===== config.mk =====
export PLATFORM = sky130hd
export DESIGN_NAME = sc_trace_buffer
export DESIGN_NICKNAME = d
export VERILOG_FILES = /design/src/rtl/sc_trace_buffer.sv
export SDC_FILE = /design/constraint.sdc
export NUM_CORES = 1
export LEC_CHECK = 0
export CELL_PAD_IN_SITES_DETAIL_PLACEMENT = 2
export CELL_PAD_IN_SITES_GLOBAL_PLACEMENT = 2
export CORE_AREA = 4 4 441 552
export CTS_CLUSTER_SIZE = 24
export DETAILED_ROUTE_END_ITERATION = 6
export DIE_AREA = 0 0 445 556
export GPL_TIMING_DRIVEN = 0
export HOLD_SLACK_MARGIN = 0.02
export PLACE_DENSITY = 0.51
export SETUP_SLACK_MARGIN = 0.4
export SLEW_MARGIN = 0
export SYNTH_ARGS = -nofsm -noshare
export SYNTH_HDL_FRONTEND = slang
export SYNTH_SLANG_ARGS = --single-unit

===== constraint.sdc =====
create_clock -name clock -period 6 [get_ports clock]
set_input_delay 1.2 -clock clock [delete_from_list [all_inputs] [get_ports clock]]
set_output_delay 1.2 -clock clock [all_outputs]
set_load 0.05 [all_outputs]

===== src/rtl/sc_trace_buffer.sv =====
// rtl/sc_trace_buffer.sv - CPU retirement trace capture into a first-word-fall-through FIFO
//
// Captures {pc, inst, aluout} of retired instructions into a DEPTH-entry FWFT
// FIFO during an armed/triggered capture session of up to CAPTURE_LEN samples.
//
// Ports:
//   clock, reset              single clock, synchronous active-high reset
//   pc, inst, aluout          CPU sample fields, qualified by sample_valid
//   start, stop, clear        session control pulses (clear also flushes the FIFO)
//   trigger_en, trigger_pc    optional start-of-capture address trigger
//   rd_ready / rd_valid       FIFO read handshake, head shown on rd_pc/rd_inst/rd_aluout
//   count                     entries held (0..DEPTH)
//   overflow                  sticky, a qualified sample was dropped while full
//   state                     IDLE=00, ARMED=01, CAPTURE=10, DONE=11
module sc_trace_buffer #(
  parameter int DEPTH       = 16,
  parameter int CAPTURE_LEN = 16
) (
  input  logic                      clock,
  input  logic                      reset,
  input  logic [31:0]               pc,
  input  logic [31:0]               inst,
  input  logic [31:0]               aluout,
  input  logic                      sample_valid,
  input  logic                      start,
  input  logic                      stop,
  input  logic                      clear,
  input  logic                      trigger_en,
  input  logic [31:0]               trigger_pc,
  input  logic                      rd_ready,
  output logic                      rd_valid,
  output logic [31:0]               rd_pc,
  output logic [31:0]               rd_inst,
  output logic [31:0]               rd_aluout,
  output logic [$clog2(DEPTH):0]    count,
  output logic                      overflow,
  output logic [1:0]                state
);

  localparam int AW = $clog2(DEPTH);
  localparam logic [AW:0] FULL_CNT = (AW + 1)'(DEPTH);
  localparam logic [7:0]  LAST_CNT = 8'(CAPTURE_LEN - 1);

  typedef enum logic [1:0] {
    IDLE    = 2'b00,
    ARMED   = 2'b01,
    CAPTURE = 2'b10,
    DONE    = 2'b11
  } state_t;

  state_t        state_q;
  logic [AW-1:0] wr_ptr;
  logic [AW-1:0] rd_ptr;
  logic [AW:0]   count_q;
  logic [7:0]    cap_cnt;
  logic          overflow_q;
  logic [95:0]   mem [DEPTH];

  logic in_session;
  logic stop_act;
  logic start_act;
  logic hit;
  logic capture_push;
  logic last_sample;
  logic fifo_full;
  logic do_pop;
  logic do_push;
  logic do_drop;

  always_comb begin
    in_session   = (state_q == ARMED) || (state_q == CAPTURE);
    stop_act     = stop && in_session;
    start_act    = start && !in_session;
    // ARMED only qualifies on the trigger address; CAPTURE takes every valid sample.
    hit          = sample_valid &&
                   ((state_q == CAPTURE) ||
                    ((state_q == ARMED) && (!trigger_en || (pc == trigger_pc))));
    // stop outranks capture, so the stop cycle's sample is not taken.
    capture_push = !clear && !stop_act && hit;
    last_sample  = capture_push && (cap_cnt == LAST_CNT);
    fifo_full    = (count_q == FULL_CNT);
    do_pop       = !clear && (count_q != '0) && rd_ready;
    // A pop in the same cycle frees the slot, so a full FIFO still accepts.
    do_push      = capture_push && (!fifo_full || do_pop);
    do_drop      = capture_push && fifo_full && !do_pop;
  end

  always_ff @(posedge clock) begin
    if (reset || clear) begin
      state_q    <= IDLE;
      wr_ptr     <= '0;
      rd_ptr     <= '0;
      count_q    <= '0;
      cap_cnt    <= '0;
      overflow_q <= 1'b0;
    end else begin
      if (stop_act) begin
        state_q <= DONE;
      end else if (start_act) begin
        state_q <= ARMED;
        cap_cnt <= '0;
      end else if (capture_push) begin
        // Dropped samples still consume session length.
        cap_cnt <= cap_cnt + 8'd1;
        state_q <= last_sample ? DONE : CAPTURE;
      end

      if (do_push) wr_ptr <= wr_ptr + 1'b1;
      if (do_pop)  rd_ptr <= rd_ptr + 1'b1;
      if (do_drop) overflow_q <= 1'b1;

      case ({do_push, do_pop})
        2'b10:   count_q <= count_q + 1'b1;
        2'b01:   count_q <= count_q - 1'b1;
        default: count_q <= count_q;
      endcase
    end
  end

  // Storage is not reset; contents are only observable while rd_valid is high.
  always_ff @(posedge clock) begin
    if (!reset && do_push) mem[wr_ptr] <= {pc, inst, aluout};
  end

  assign {rd_pc, rd_inst, rd_aluout} = mem[rd_ptr];
  assign rd_valid = (count_q != '0);
  assign count    = count_q;
  assign overflow = overflow_q;
  assign state    = state_q;

endmodule

# Yosys cells after proc, flatten, opt, wreduce, memory -nomap -nowiden
# Memory sizes are Yosys's and may differ from the RTL's. A register that Yosys moved wholly into a read port is not among the register bits.
# Cells that the tools add are included.
# totals
mem_bits_rw	1536
regBits	24
in_bits	136
out_inout_bits	105
n_memories	1
# mem_list
name	words	word_bits	read_ports	rd_clocked_by_memory_dff	write_ports	line_no	rtl
mem	16	96	1	1	1	57	logic [95:0] mem [DEPTH];
# classes
n_addsub	5
reduce_logical	30
n_mux	11
eq_ne	7
bitwise	1
# ops
cell	count
equality test 32 bit	1
2-to-1 mux 8 bit	2
logical AND 1 bit	13
one-hot mux 5 bit (2 select lines)	1
adder 4 x 1 -> 4 bit (second input constant)	2
adder 8 x 1 -> 8 bit (second input constant)	1
equality test 8 x 4 -> 1 bit (second input constant)	1
2-to-1 mux 4 bit	2
zero test 1 bit	7
2-to-1 mux 2 bit	3
adder 5 x 1 -> 5 bit (second input constant)	1
equality test 5 bit (second input constant)	1
logical OR 1 bit	5
nonzero test 5 bit	1
subtractor 5 x 1 -> 5 bit (second input constant)	1
equality test 2 x 1 -> 1 bit (second input constant)	2
equality test 2 bit (second input constant)	2
nonzero test 2 bit	2
2-to-1 mux 1 bit	3
nonzero test 3 bit	1
AND reduction 2 bit	1
inverter 1 bit	1

# Logic depth before layout (Yosys ltp)
# Gate-level depths: netlist of run 1.
# depth
word_depth	11
mapped_depth	12
depth_no_buf	12

# Worst setup path after synthesis of run 1
# No wires, ideal clock.
# synth_path
path_type	input-to-reg
start	input trigger_pc[24]
end	memory mem[4][0], enable pin
path_slack_ps	777
path_stages	7
path_buffers	1
required_time_ps	5534
arrival_time_ps	4756
path_cell_list	xor2_1 > nor4_1 > nand4_1 > o21a_2 > nor3_4 > buf_4 > and3_1
# synth_via
elab_chain_cells	10
# synth_lines
item	line_no	rtl
from (decl)	29	input logic [31:0] trigger_pc,
equality test 32 bit	77	((state_q == ARMED) && (!trigger_en || (pc == trigger_pc))));
logical OR 1 bit	77	
logical AND 1 bit	77	
logical OR 1 bit	76	((state_q == CAPTURE) ||
logical AND 1 bit	75	hit = sample_valid &&
logical AND 1 bit	79	capture_push = !clear && !stop_act && hit;
logical AND 1 bit	84	do_push = capture_push && (!fifo_full || do_pop);
logical AND 1 bit	122	if (!reset && do_push) mem[wr_ptr] <= {pc, inst, aluout};
2-to-1 mux 1 bit	122	
2-to-1 mux 1 bit (implied by the code)	122	
to (decl)	57	
# No other way between the ends.

==> results of run 1 <==
==> routing by layer <==
metal | up-vias | GRT usage | wire [µm]
met5 | - | 0 | 81
met4 | 12 | 0.03915 | 4237
met3 | 266 | 0.02394 | 7516
met2 | 681 | 0.2517 | 92190
met1 | 15510 | 0.1893 | 76740
li1 | 11180 | - | -
==> metrics by stage <==
stage               setup WS [ns]  instance area [µm²]  power [W]  std cells
finish                     0.5754                72300    0.02239       6077
global route               0.3948                72290    0.02317       6075
CTS                        0.3761                72260    0.02271       6072
detailed placement        -0.9252                66850    0.01259       5758
global placement           -5.726                65680    0.01257       5717
floorplan                  0.7774                59360    0.01229       2346
==> flip-flops by register name (all words and copies together), names as in the netlist, named ones only <==
register,count
cap_cnt,8
count,5
mem,1536
overflow,1
rd_ptr,4
state,2
wr_ptr,4
==> synthesized netlist by cell type (2+ instances only) <==
master / number / area [µm²]
edfxtp_1: 1536 / 46120
mux4_2: 480 / 10810
clkbuf_1: 60 / 225.2
buf_2: 45 / 225.2
xor2_1: 37 / 324.1
dfxtp_1: 28 / 560.5
nor2_1: 18 / 67.56
and3_1: 16 / 100.1
nand2_1: 12 / 45.04
ha_1: 11 / 137.6
nor4_1: 11 / 68.82
a21oi_1: 7 / 35.03
nand4_1: 7 / 43.79
xnor2_1: 6 / 52.55
inv_1: 5 / 18.77
and2_1: 4 / 25.02
mux2i_1: 4 / 40.04
nor3_1: 4 / 20.02
nor3b_1: 4 / 30.03
buf_1: 3 / 11.26
nand3_1: 3 / 15.01
o21ai_0: 3 / 15.01
or3_1: 3 / 18.77
a21o_1: 2 / 15.01
buf_4: 2 / 15.01
nand2b_1: 2 / 12.51
nor2_2: 2 / 12.51
nor2_4: 2 / 22.52
nor2b_1: 2 / 12.51
o21ai_1: 2 / 10.01
o21ai_2: 2 / 17.52
o31ai_1: 2 / 15.01
or2_2: 2 / 12.51
==> power breakdown <==
group	internal, W	switching (W)	total, W
Combinational	0.000112	0.000237	0.000349
Sequential	0.0120	0.00000155	0.0120
Clock	0.00567	0.00438	0.0100
==> final timing paths <==
check                          start                      end  slack [ns]  cells past startpoint
max                        flip-flop                rd_pc[29]        0.58                      5
min          cap_cnt[4]$_SDFFE_PP0P_  cap_cnt[4]$_SDFFE_PP0P_        0.50                      2
max reg2reg    state[0]$_SDFFE_PP0P_    mem[14][53]$_DFFE_PP_        2.35                     10
min reg2reg  cap_cnt[4]$_SDFFE_PP0P_  cap_cnt[4]$_SDFFE_PP0P_        0.50                      2
==> repair_timing <==
action,in CTS,in global routing
hold endpoints to repair,0,0
gates cloned,1,0
gates resized for setup,69,7
endpoints found under the setup margin,317,18
setup buffers,0,0
==> critical path: stages, from the launching register on <==
cell and delay (ns):
dfxtp_1 0.32, clkbuf_2 0.44, clkbuf_2 0.49, clkbuf_1 0.80, mux4_2 0.51, clkdlybuf4s50_1 0.85
==> cell type report <==
| type | instances | area (µm²) | area share |
|---|---|---|---|
| diodes | 5 | 12.51 | 0.0001731 |
| repair buffers | 281 | 3503 | 0.04846 |
| well taps | 3131 | 3918 | 0.05419 |
| flip-flops and latches | 1564 | 46680 | 0.6457 |
| plain buffers | 111 | 620.6 | 0.008584 |
| multi-input cells | 667 | 12270 | 0.1698 |
| clock inverters | 79 | 603.1 | 0.008342 |
| inverters | 5 | 18.77 | 0.0002596 |
| clock buffers | 234 | 4664 | 0.06452 |
==> kinds of logic after synthesis <==
group / count (synthesis) / share of synthesized area
simple gates: 99 / 0.009738
xor+xnor: 43 / 0.006345
compound gates: 27 / 0.003267
buf+inv: 116 / 0.008537
fa+ha+maj: 12 / 0.002656
mux: 485 / 0.1830
flops: 1564 / 0.7865
==> placed cells by master, fill, tap and decap left out, drive strengths merged, types with 2 or more instances in the layout <==
cell type	n
a21o	2
a21oi	8
and2	4
and3	17
buf	84
bufinv	5
clkbuf	299
clkdlybuf4s15	3
clkdlybuf4s50	236
clkinv	64
clkinvlp	2
dfxtp	28
diode	5
dlygate4sd2	2
dlymetal6s2s	2
edfxtp	1536
ha	11
inv	13
mux2i	4
mux4	480
nand2	12
nand2b	2
nand3	3
nand4	7
nor2	22
nor2b	2
nor3	6
nor3b	4
nor4	11
o21a	2
o21ai	8
o31ai	2
or2	2
or3	3
xnor2	6
xor2	37
==> impl_metrics.env, run 1 <==
export IMPL_via_count=27640
export IMPL_worstPathArrival_ns=4.22
export IMPL_holdBufCountCts=0
export IMPL_crit_required_ns=4.80
export IMPL_cts_buffers_inserted=173
export IMPL_cts_tree="yes"
export IMPL_die_h_um=556
export IMPL_fin_util=0.3044
export IMPL_fillCellCount=23390
export IMPL_setup_tns_ns=0
export IMPL_boundaryPins=241
export IMPL_status="finished, final reports clean"
export IMPL_drive_gt1_frac=0.2972
export IMPL_htree_levels=4
export IMPL_routedWlPerCell_um=29.75
export IMPL_rows=200
export IMPL_netlist_area_um2=59360
export IMPL_start_util=0.2500
export IMPL_syn_to_final_growth_pct=21.80
export IMPL_fin_nets=2951
export IMPL_viasPerCell=4.549
export IMPL_grt_overflow=0
export IMPL_min_period_over_period=0.9041
export IMPL_synthArstFlopShare=0
export IMPL_ys_types=52
export IMPL_drc=0
export IMPL_clock_root_buffer="clkbuf_16"
export IMPL_clk_pin_slew_ns=0.06
export IMPL_clkSinkCount=1564
export IMPL_p_per_area_nw_per_um2=309.7
export IMPL_cp_max_fo=10
export IMPL_synth_seq_cells=1564
export IMPL_yosysSeqAreaShare=0.7865
export IMPL_gp_congestion=0.6602
export IMPL_finalCriticalPeriod_ns=5.425
export IMPL_synth_edf_count=1536
export IMPL_dp_hpwl_mm=109.5
export IMPL_portBuffers=240
export IMPL_avgSynthCellArea_um2=25.30
export IMPL_max_clock_freq_mhz=184.3
export IMPL_grt_pass1_wl_mm=252.3
export IMPL_cts_buffer_depth=3
export IMPL_first_global_vias=31260
export IMPL_power_leakage_nw=21.44
export IMPL_core_um2=237500
export IMPL_worst_pin_slew_ns=1.226
export IMPL_drt_first_pass_iters=5
export IMPL_synthCells=2346
export IMPL_hold_ws_ns=0.4953
export IMPL_clock_latency_ns=0.81
export IMPL_antenna_found_initial=40
export IMPL_die_w_um=445
export IMPL_yosysWarnings=0
export IMPL_hold_viol_final=0
export IMPL_setup_viol=0
export IMPL_setup_worst_path_end_class="output pin"
export IMPL_drtAntennaViolNets=0
export IMPL_report_final_slew_viol_count=0
export IMPL_critical_path_class="reg -> out"
export IMPL_cp_start_kind="flip-flop"
export IMPL_grt_max_degree=41
export IMPL_synth_ff_type="edfxtp_1"
export IMPL_grt_total_usage=0.1455
export IMPL_rsz0062_at_grt="yes"
export IMPL_peakVddDrop_mv=0.2821
export IMPL_relSlewSlack=0.1826
export IMPL_die_area_um2=247400
export IMPL_routed_wl_mm=180.8
export IMPL_syn_num_nets=2494
export IMPL_clock_skew_ns=0.02470
export IMPL_drt_iter0_drc=2435
export IMPL_hp_class="reg -> reg"
export IMPL_maxCapViolations=0
(Power assumes the default switching activity.)
==> run 2: changes to the inputs <==
- CTS_BUF_LIST: not set -> sky130_fd_sc_hd__clkbuf_16
==> impl_metrics.env, run 2 (synthesis gave the netlist of run 1 again) <==
export IMPL_status="finished, final reports clean"
export IMPL_internal_power_w=0.01768
export IMPL_rsz0062_at_grt="yes"
export IMPL_drive_gt1_frac=0.2972
export IMPL_drtAntennaViolNets=0
export IMPL_cts_buffers_inserted=173
export IMPL_p_comb_frac=0.016
export IMPL_viasPerCell=4.531
export IMPL_maxCapViolations=0
export IMPL_antenna_found_initial=40
export IMPL_worst_pin_slew_ns=1.236
export IMPL_reg2regPathDepth=10
export IMPL_core_um2=237500
export IMPL_hold_viol_final=0
export IMPL_critical_path_class="reg -> out"
export IMPL_hp_class="reg -> reg"
export IMPL_report_final_slew_viol_count=0
export IMPL_final_cell_mix="1536 x edfxtp_1, 480 x mux4_2, 236 x clkdlybuf4s50_1"
export IMPL_die_h_um=556
export IMPL_max_clock_freq_mhz=184.1
export IMPL_largest_register_ffs=1536
export IMPL_r2r_end="mem[12][42]$_DFFE_PP_"
export IMPL_hold_ws_ns=0.4954
export IMPL_grt_total_usage=0.1455
export IMPL_r2r_slack_ns=2.35
export IMPL_finalCriticalPeriod_ns=5.432
export IMPL_htree_levels=4
export IMPL_worstPathArrival_ns=4.23
export IMPL_holdPathStages=2
export IMPL_power_leakage_nw=21.68
export IMPL_p_seq_frac=0.538
export IMPL_cts_tree="yes"
export IMPL_syn_to_final_growth_pct=21.81
export IMPL_p_clk_frac=0.446
export IMPL_drc=0
export IMPL_largest_register="mem"
export IMPL_rows=200
export IMPL_power_switching_w=0.004624
export IMPL_setup_worst_path_end_class="output pin"
export IMPL_clock_latency_ns=0.81
export IMPL_dp_hpwl_mm=109.5
export IMPL_die_area_um2=247400
export IMPL_grt_pass1_wl_mm=252.3
export IMPL_portBuffers=240
export IMPL_crit_end="rd_pc[29]"
export IMPL_cp_start_kind="flip-flop"
export IMPL_p_per_area_nw_per_um2=308.5
export IMPL_boundaryPins=241
export IMPL_clock_skew_ns=0.02485
export IMPL_cp_max_fo=10
export IMPL_switching_share=0.2073
export IMPL_drt_iter0_drc=2422
export IMPL_regToRegStartpoint="state[0]$_SDFFE_PP0P_"
export IMPL_clk_pin_slew_ns=0.06
export IMPL_via_count=27550
export IMPL_holdBufCountCts=0
export IMPL_routed_wl_mm=180.7
export IMPL_clkSinkCount=1564
export IMPL_relSlewSlack=0.1759
export IMPL_setup_viol=0
export IMPL_min_period_over_period=0.9054
export IMPL_grt_max_degree=41
export IMPL_fin_nets=2951
export IMPL_crit_required_ns=4.80
export IMPL_clock_root_buffer="clkbuf_16"
export IMPL_peakVddDrop_mv=0.2826
export IMPL_start_util=0.2500
export IMPL_grt_overflow=0
export IMPL_routedWlPerCell_um=29.73
export IMPL_die_w_um=445
export IMPL_drt_first_pass_iters=5
export IMPL_mostFrequentLayoutCell="edfxtp_1"
export IMPL_gp_congestion=0.6602
export IMPL_cts_buffer_depth=3
export IMPL_first_global_vias=31260
export IMPL_setup_tns_ns=0
## run 2: cell types whose count changed in the layout (fill, tap and decap cells not counted), sizes merged
cell / previous run / this run
clkbuf: 299 / 243
inv: 13 / 69
diode: 5 / 7
## run 2: layer usage
metal,vias to the layer above,global-route usage,part of all wire
met3,264,0.02394,0.039
met5,-,0,0.00045
li1,11180,-,-
met1,15430,0.1893,0.43
met2,660,0.2517,0.51
met4,12,0.03915,0.024
## run 2: power groups by stage
stage	sequential [W]	clock, W	combinational [W]
finish	0.0120	0.00996	0.000349
global route	0.0120	0.0107	0.000381
CTS	0.0120	0.0103	0.000361
detailed placement	0.0122	0	0.000358
global placement	0.0122	0	0.000339
floorplan	0.0122	0	0.0000584
## run 2: layout make-up
| cell class | instances | area (µm²) |
|---|---|---|
| Fill cell | 23390 | 165200 |
| Timing Repair Buffer | 281 | 3503 |
| Antenna cell | 7 | 17.52 |
| Inverter | 5 | 18.77 |
| Clock buffer | 178 | 4454 |
| Clock inverter | 135 | 813.3 |
| Buffer | 111 | 620.6 |
| Sequential cell | 1564 | 46680 |
| Tap cell | 3131 | 3918 |
| Multi-Input combinational cell | 667 | 12270 |
## run 2: per-stage QoR
step                      utilization  cells  area, µm²  worst slack (ns)  total power, W
after CTS                      0.3043   6072      72260            0.3759         0.02262
after global placement         0.2766   5717      65680            -5.726         0.01257
final                          0.3045   6079      72300            0.5677         0.02230
after floorplan                     -   2346      59360            0.7774         0.01229
after global routing           0.3044   6075      72290            0.3945         0.02308
after detailed placement       0.2815   5758      66850           -0.9252         0.01259
## run 2: timing repair
item / CTS / global route
gates resized for setup: 69 / 7
setup endpoints to repair: 317 / 18
cloned: 1 / 0
buffers inserted: 0 / 0
## run 2: critical path, cell delays in order (launching register included)
cell             delay [ns]
dfxtp_1                0.38
clkbuf_1               0.25
buf_4                  0.41
buf_2                  0.46
mux4_2                 0.57
mux4_2                 0.59
clkdlybuf4s50_1        0.75
## run 2: worst min path at each step
stage / startpoint / to
floorplan: cap_cnt[4]$_SDFFE_PP0P_ / cap_cnt[4]$_SDFFE_PP0P_
global placement: cap_cnt[7]$_SDFFE_PP0P_ / cap_cnt[7]$_SDFFE_PP0P_
detailed placement: cap_cnt[4]$_SDFFE_PP0P_ / cap_cnt[4]$_SDFFE_PP0P_
CTS: cap_cnt[4]$_SDFFE_PP0P_ / cap_cnt[4]$_SDFFE_PP0P_
global route: cap_cnt[4]$_SDFFE_PP0P_ / cap_cnt[4]$_SDFFE_PP0P_
finish: cap_cnt[4]$_SDFFE_PP0P_ / cap_cnt[4]$_SDFFE_PP0P_
